[config.mk]
export PLATFORM = sky130hd
export DESIGN_NAME = arb_2ne1
export DESIGN_NICKNAME = d
export VERILOG_FILES = /design/src/rtl/arb_2ne1.sv
export SDC_FILE = /design/constraint.sdc
export NUM_CORES = 1
export LEC_CHECK = 0
export BUFFER_PORTS_ARGS = -buffer_cell sky130_fd_sc_hd__buf_2
export CORE_MARGIN = 5
export CORE_UTILIZATION = 58
export DETAILED_ROUTE_END_ITERATION = 10
export HOLD_SLACK_MARGIN = 0.1
export PLACE_DENSITY = 0.8
export SYNTH_ARGS = -nofsm -noshare
export SYNTH_HDL_FRONTEND = slang
export SYNTH_SLANG_ARGS = --single-unit
[constraint.sdc]
create_clock -name clock -period 3.2 [get_ports clock]
set_clock_uncertainty 0.15 [all_clocks]
set_input_delay 0.16 -clock clock [delete_from_list [all_inputs] [get_ports clock]]
set_output_delay 0.16 -clock clock [all_outputs]
set_load 0.01 [all_outputs]
[src/rtl/arb_2ne1.sv]
// arb_2ne1 -- two-requester arbiter for the shared port behind mux2ne1.
// Requester 0 is instruction fetch and requester 1 is data access.
// Ties are settled by alternation: the requester not granted last wins.
// A grant is released on done, when the owner drops its request, or when
// the owner has held the port for TIMEOUT cycles. On release the next
// owner is chosen on the same edge, so a handoff has no idle gap.
// The releasing owner's request still takes part in that decision.
// A release caused only by the hold limit raises timeout for one cycle.
// All outputs come straight from flops.

module arb_2ne1 #(
    parameter int unsigned TIMEOUT = 15   // legal range 1..255
) (
    input  logic clock,
    input  logic reset,
    input  logic req0,
    input  logic req1,
    input  logic done,
    output logic gnt0,
    output logic gnt1,
    output logic s,
    output logic busy,
    output logic timeout
);

    typedef enum logic [1:0] {
        IDLE = 2'd0,
        OWN0 = 2'd1,
        OWN1 = 2'd2
    } state_t;

    // Hold count at which the current owner is forced off the port.
    localparam logic [7:0] HOLD_MAX = 8'(TIMEOUT - 1);

    state_t     state;
    state_t     pick;
    state_t     next_state;
    logic       last;        // 1 = requester 1 was granted most recently
    logic [7:0] hold_cnt;
    logic       owner_req;
    logic       expire;
    logic       release_now;
    logic       forced;
    logic       decide;
    logic       new_grant;

    // Arbitration decision and release conditions for the current cycle.
    always_comb begin
        // NOTE: every signal gets a default first so that no path leaves it
        // unassigned; a missing default in always_comb infers a latch.
        owner_req   = 1'b0;
        expire      = 1'b0;
        release_now = 1'b0;
        forced      = 1'b0;
        pick        = IDLE;

        case (state)
            OWN0:    owner_req = req0;
            OWN1:    owner_req = req1;
            default: owner_req = 1'b0;
        endcase

        expire = (hold_cnt == HOLD_MAX);

        if (state != IDLE) begin
            release_now = done || !owner_req || expire;
            // Only the hold limit caused this release: no done and the
            // owner still wants the port.
            forced = expire && !done && owner_req;
        end

        // The releasing owner's request still counts here.
        if (req0 && req1) begin
            pick = last ? OWN0 : OWN1;
        end else if (req0) begin
            pick = OWN0;
        end else if (req1) begin
            pick = OWN1;
        end else begin
            pick = IDLE;
        end

        // A new decision is taken from IDLE or on any release.
        decide     = (state == IDLE) || release_now;
        next_state = decide ? pick : state;
        // A re-grant to the same requester is also a new grant.
        new_grant  = decide && (pick != IDLE);
    end

    // State, hold counter, last-granted record and registered outputs.
    always_ff @(posedge clock) begin
        // NOTE: state is updated with non-blocking assignments so that
        // every flop samples values from before this edge.
        if (reset) begin
            state    <= IDLE;
            gnt0     <= 1'b0;
            gnt1     <= 1'b0;
            busy     <= 1'b0;
            s        <= 1'b0;
            timeout  <= 1'b0;
            hold_cnt <= 8'd0;
            // Requester 0 wins the first tie after reset.
            last     <= 1'b1;
        end else begin
            state   <= next_state;
            gnt0    <= (next_state == OWN0);
            gnt1    <= (next_state == OWN1);
            busy    <= (next_state != IDLE);
            timeout <= forced;

            // The select holds its last value while idle.
            if (next_state == OWN0) begin
                s <= 1'b0;
            end else if (next_state == OWN1) begin
                s <= 1'b1;
            end

            if (new_grant) begin
                hold_cnt <= 8'd0;
                last     <= (pick == OWN1);
            end else if (next_state == IDLE) begin
                hold_cnt <= 8'd0;
            end else begin
                hold_cnt <= hold_cnt + 8'd1;
            end
        end
    end

endmodule

Word-level counts from Yosys, hierarchy flattened
Index checks and enable logic that the tools add are counted.

Bitwise gates (word level): 1. Muxes and demuxes: 7. Reductions and logical operators: 17. Equality and inequality tests: 6. Add/sub/neg operators: 1.

Operators by type and width (number): $mux 2 (5); $add 8x1->8 const B (1); $eq 8x4->1 const B (1); $eq 2x2->1 const B (3); $reduce_bool 2->1 (3); $eq 2x1->1 const B (2); $logic_and 1x1->1 (4); $logic_not 2->1 (2); $reduce_or 2->1 (2); $logic_or 1x1->1 (3); $reduce_or 3->1 (1); $logic_not 1->1 (2); $pmux 1 s2 (1); $mux 1 (1); $not 1->1 (1).

Output and inout port bits: 5. Logic and storage cells: 40. Flip-flop bits (word level): 16.

Longest topological paths before layout
Depth in word-level cells: 10. Depth in mapped cells: 7. Gate-level depth less buffers: 6.

Worst setup path before layout
Ideal clock, no wire load.

Path type: register to register. Start point: register state[0]. End point: register hold_cnt[2]. Stages on the path, launching flop included: 8. Slack: 1341 ps. Data required time: 2988 ps. Arrival time: 1647 ps. Cell sequence: dfxtp_1 > inv_1 > ha_1 > nor2_1 > nand3_1 > or4_4 > buf_6 > nor2_2.

Word-level cells in the longest chain between the ends: 10.

Ends and longest elaborated chain: from (decl) (line 35) `state_t state;`; from (signal assigned) (line 105) `state <= next_state;`; $eq 2x2->1 / $eq 2x1->1 (equally long branches) (line 57) `case (state)`; $pmux 1 s2 (line 57); $logic_not 1->1 (line 66) `release_now = done || !owner_req || expire;`; $logic_or 1x1->1 (2 in a row) (line 66); $mux 1 (line 65) `if (state != IDLE) begin`; $logic_or 1x1->1 (line 84) `decide = (state == IDLE) || release_now;`; $mux 2 (line 85) `next_state = decide ? pick : state;`; $logic_not 2->1 (line 121) `end else if (next_state == IDLE) begin`; $reduce_or 3->1 (no line) *; to (signal assigned) (line 124) `hold_cnt <= hold_cnt + 8'd1;`; to (decl) (line 39) `logic [7:0] hold_cnt;`.

Mark *: on every way between the ends. The rest lies on a longest branch, timed or not. A chain may end at the register's enable or synchronous reset.

Final worst setup path
Start point: register state[0]. End point: register state[1].

Word-level cells in the longest chain between the ends: 8.

Ends and longest elaborated chain (line): $eq 2x2->1 / $eq 2x1->1 (equally long branches) (57); $pmux 1 s2 (57); $logic_not 1->1 (66); $logic_or 1x1->1 (2 in a row) (66); $mux 1 (65); $logic_or 1x1->1 * (84); $mux 2 * (85).

Marks and branches as above.

==> impl_metrics.py <==
metrics = {
    "critical_path": {
        "cp.required_ps": 3210,
        "path_max_fanout": 8,
        "endpoint_kind": "flip-flop",
        "critPathKind": "reg2reg",
        "crit_arrival_ps": 2310,
        "crit_path_start_kind": "flip-flop",
    },
    "timing": {
        "fin_tns_setup_ps": 0,
        "tightest_slew_ps": 365.6,
        "hold_viol": 0,
        "setup-violations-final": 0,
        "min_period_over_period_pct": 71.74,
        "final.min_clock_period_ps": 2296,
        "fmax_ghz": 0.4356,
        "grt_setup_unrepaired": "no",
        "final_max_slew_viol_count": 0,
        "maxSlewHeadroom_pct": 75.55,
    },
    "cts": {
        "clockRootBuffer": "clkbuf_4",
        "htreeDepth": 1,
        "post_cts_buffers": 0,
        "numCtsBuffers": 3,
        "clk_pin_slew_ps": 80,
        "clock_latency_ps": 270,
        "cts_sinks": 16,
        "cts_tree": "done",
        "clock_path_buffers": 2,
    },
    "die": {
        "rows": 13,
        "coreArea_mm2": 0.001285,
        "die_h_um": 46.46,
        "start_util_pct": 59.98,
        "io_pins": 10,
        "dieWidth_um": 46.46,
        "die_area_mm2": 0.002158,
    },
    "synth": {
        "synth-main-ff-cell": "dfxtp_1",
        "yosysWarnings": 0,
        "ys_seq_area_share_pct": 41.56,
        "synth_cell_types": 28,
        "async_flop_share_pct": 0,
        "ys_seq_elements": 16,
        "synth_area_um2": 770.7,
        "synthCells": 81,
        "syn_nets": 91,
        "avgSynthCellArea_um2": 9.515,
        "synth_edf_count": 0,
    },
    "finish": {
        "finalInstanceArea_um2": 867.1,
        "stdcell_count": 108,
        "fillers": 97,
        "syn2layout_area_growth_pct": 12.50,
        "nets": 105,
        "final_util_pct": 67.48,
        "n_antenna_cell": 0,
        "layout-drive-gt1-share_pct": 25.81,
    },
    "place": {
        "dp_cells": 101,
        "postPlaceCellArea_um2": 804.5,
        "io_buffer_count": 9,
        "dp_hpwl_um": 968.8,
        "place_congestion": 0.8491,
    },
    "route": {
        "drcViolationCount": 0,
        "antenna_left": 0,
        "drt_iter0_markers": 11,
        "routed_via_density": 5.306,
        "routed_wl_mm": 1.290,
        "drt_pre_antenna_iters": 4,
        "avgRoutedWirePerCell_um": 11.94,
        "vias": 573,
    },
    "global_route": {
        "overflow": 0,
        "grt_usage_pct": 14.72,
        "grt_start_max_net_pins": 10,
        "grt_pass1_wl_mm": 2.256,
        "antenna_found_initial": 0,
        "grt_pass1_vias": 539,
    },
    "power": {
        "p_total_mw": 0.3350,
        "power_per_cell_area_mw_per_mm2": 386.3,
        "worst_ir_drop_vdd_uv": 242.7,
        "leakage_nw": 0.3407,
    },
    "worst_hold_path": {
        "hold_class": "in2reg",
    },
    "status": {
        "status": "finished, final reports clean",
    },
    "flow_run": {
        "maxCapViolations": 0,
    },
}
-- layout make-up --
cell class,instances,area [um^2],area share [%]
flip-flops and latches,16,320.3,36.94
inverters,3,11.26,1.299
repair buffers,13,85.08,9.812
clock buffers,3,22.52,2.597
well taps,15,18.77,2.165
multi-input cells,58,409.1,47.19
-- metal layers --
metal  GRT usage, %  share of wire [%]  wire [um]  vias up
met1          17.84                 46        597      251
li1               -                  -          -      309
met2          24.18                 48        619       11
met5              0                  0          0        -
met4          8.523                1.1         14        0
met3          2.344                4.6         59        2
-- critical path, stage by stage, from the launching register on --
cell	delay [ps]
dfxtp_1	410
inv_1	120
ha_1	210
a22o_2	270
and3_1	260
nand3_1	120
a21oi_1	80
dlygate4sd3_1	570
-- placed cells by master (no fill, tap or decap), drive strengths merged, types with 2 or more instances in the layout --
cell type	count
a21oi	6
and3	2
buf	9
clkbuf	3
dfxtp	16
dlygate4sd3	4
ha	5
inv	3
nand2	3
nand3	5
nand4	5
nor2	13
xor2	5
-- path summary, 6_finish.rpt --
| check | from | slack, ps | end | cells after the start |
|---|---|---|---|---|
| max | state[0]$_SDFF_PP0_ | 900 | state[1]$_SDFF_PP0_ | 7 |
| min | done | 150 | timeout$_SDFF_PP0_ | 4 |
| max reg2reg | state[0]$_SDFF_PP0_ | 900 | state[1]$_SDFF_PP0_ | 7 |
| min reg2reg | last$_SDFFE_PP1P_ | 310 | last$_SDFFE_PP1P_ | 1 |
-- what timing repair did --
item | 4_1_cts | 5_1_grt
hold endpoints to repair | 8 | 0
gates resized for setup | 0 | 0
hold buffers | 4 | 0
-- logic make-up after synthesis --
group | after synthesis | share of synthesized area [%]
buffers and inverters | 7 | 5.357
XOR/XNOR | 6 | 6.818
AO/OA/AOI/OAI | 13 | 11.20
adder cells (fa/ha/maj) | 6 | 9.416
AND/OR/NAND/NOR | 33 | 25.65
flip-flops | 16 | 41.56
-- report_power, final --
group	internal, mW	switching, mW	leakage, nW	total [mW]
Combinational	0.0148	0.0154	0.196	0.0302
Clock	0.0435	0.0533	0.0138	0.0968
Sequential	0.204	0.00349	0.131	0.208
-- sequential cells by signal, indices dropped and copies added (netlist names) --
| register | cells |
|---|---|
| hold_cnt | 8 |
| state | 2 |
| busy | 1 |
| gnt0 | 1 |
| gnt1 | 1 |
| last | 1 |
| s | 1 |
| timeout | 1 |
-- Yosys cell counts (2+ instances only) --
cell	n	share of area (%)
inv_1	3	1.5
nor2_2	7	5.7
nand3_1	5	3.2
clkbuf_1	2	0.97
nand4_1	5	4.1
buf_6	2	2.9
ha_1	5	8.1
nand2_1	3	1.5
and3_1	2	1.6
xor2_1	5	5.7
nor2_1	5	2.4
dfxtp_1	16	42
a21oi_1	6	3.9
-- through the flow --
stage	hold slack (ps)	setup slack [ps]
after global routing	139.9	792.8
after floorplan	180.1	1341
after detailed placement	297.1	1182
after CTS	132.7	937.1
after global placement	290.1	1235
final	148.5	904.4
Note: power is estimated with default switching activity, not from simulation.
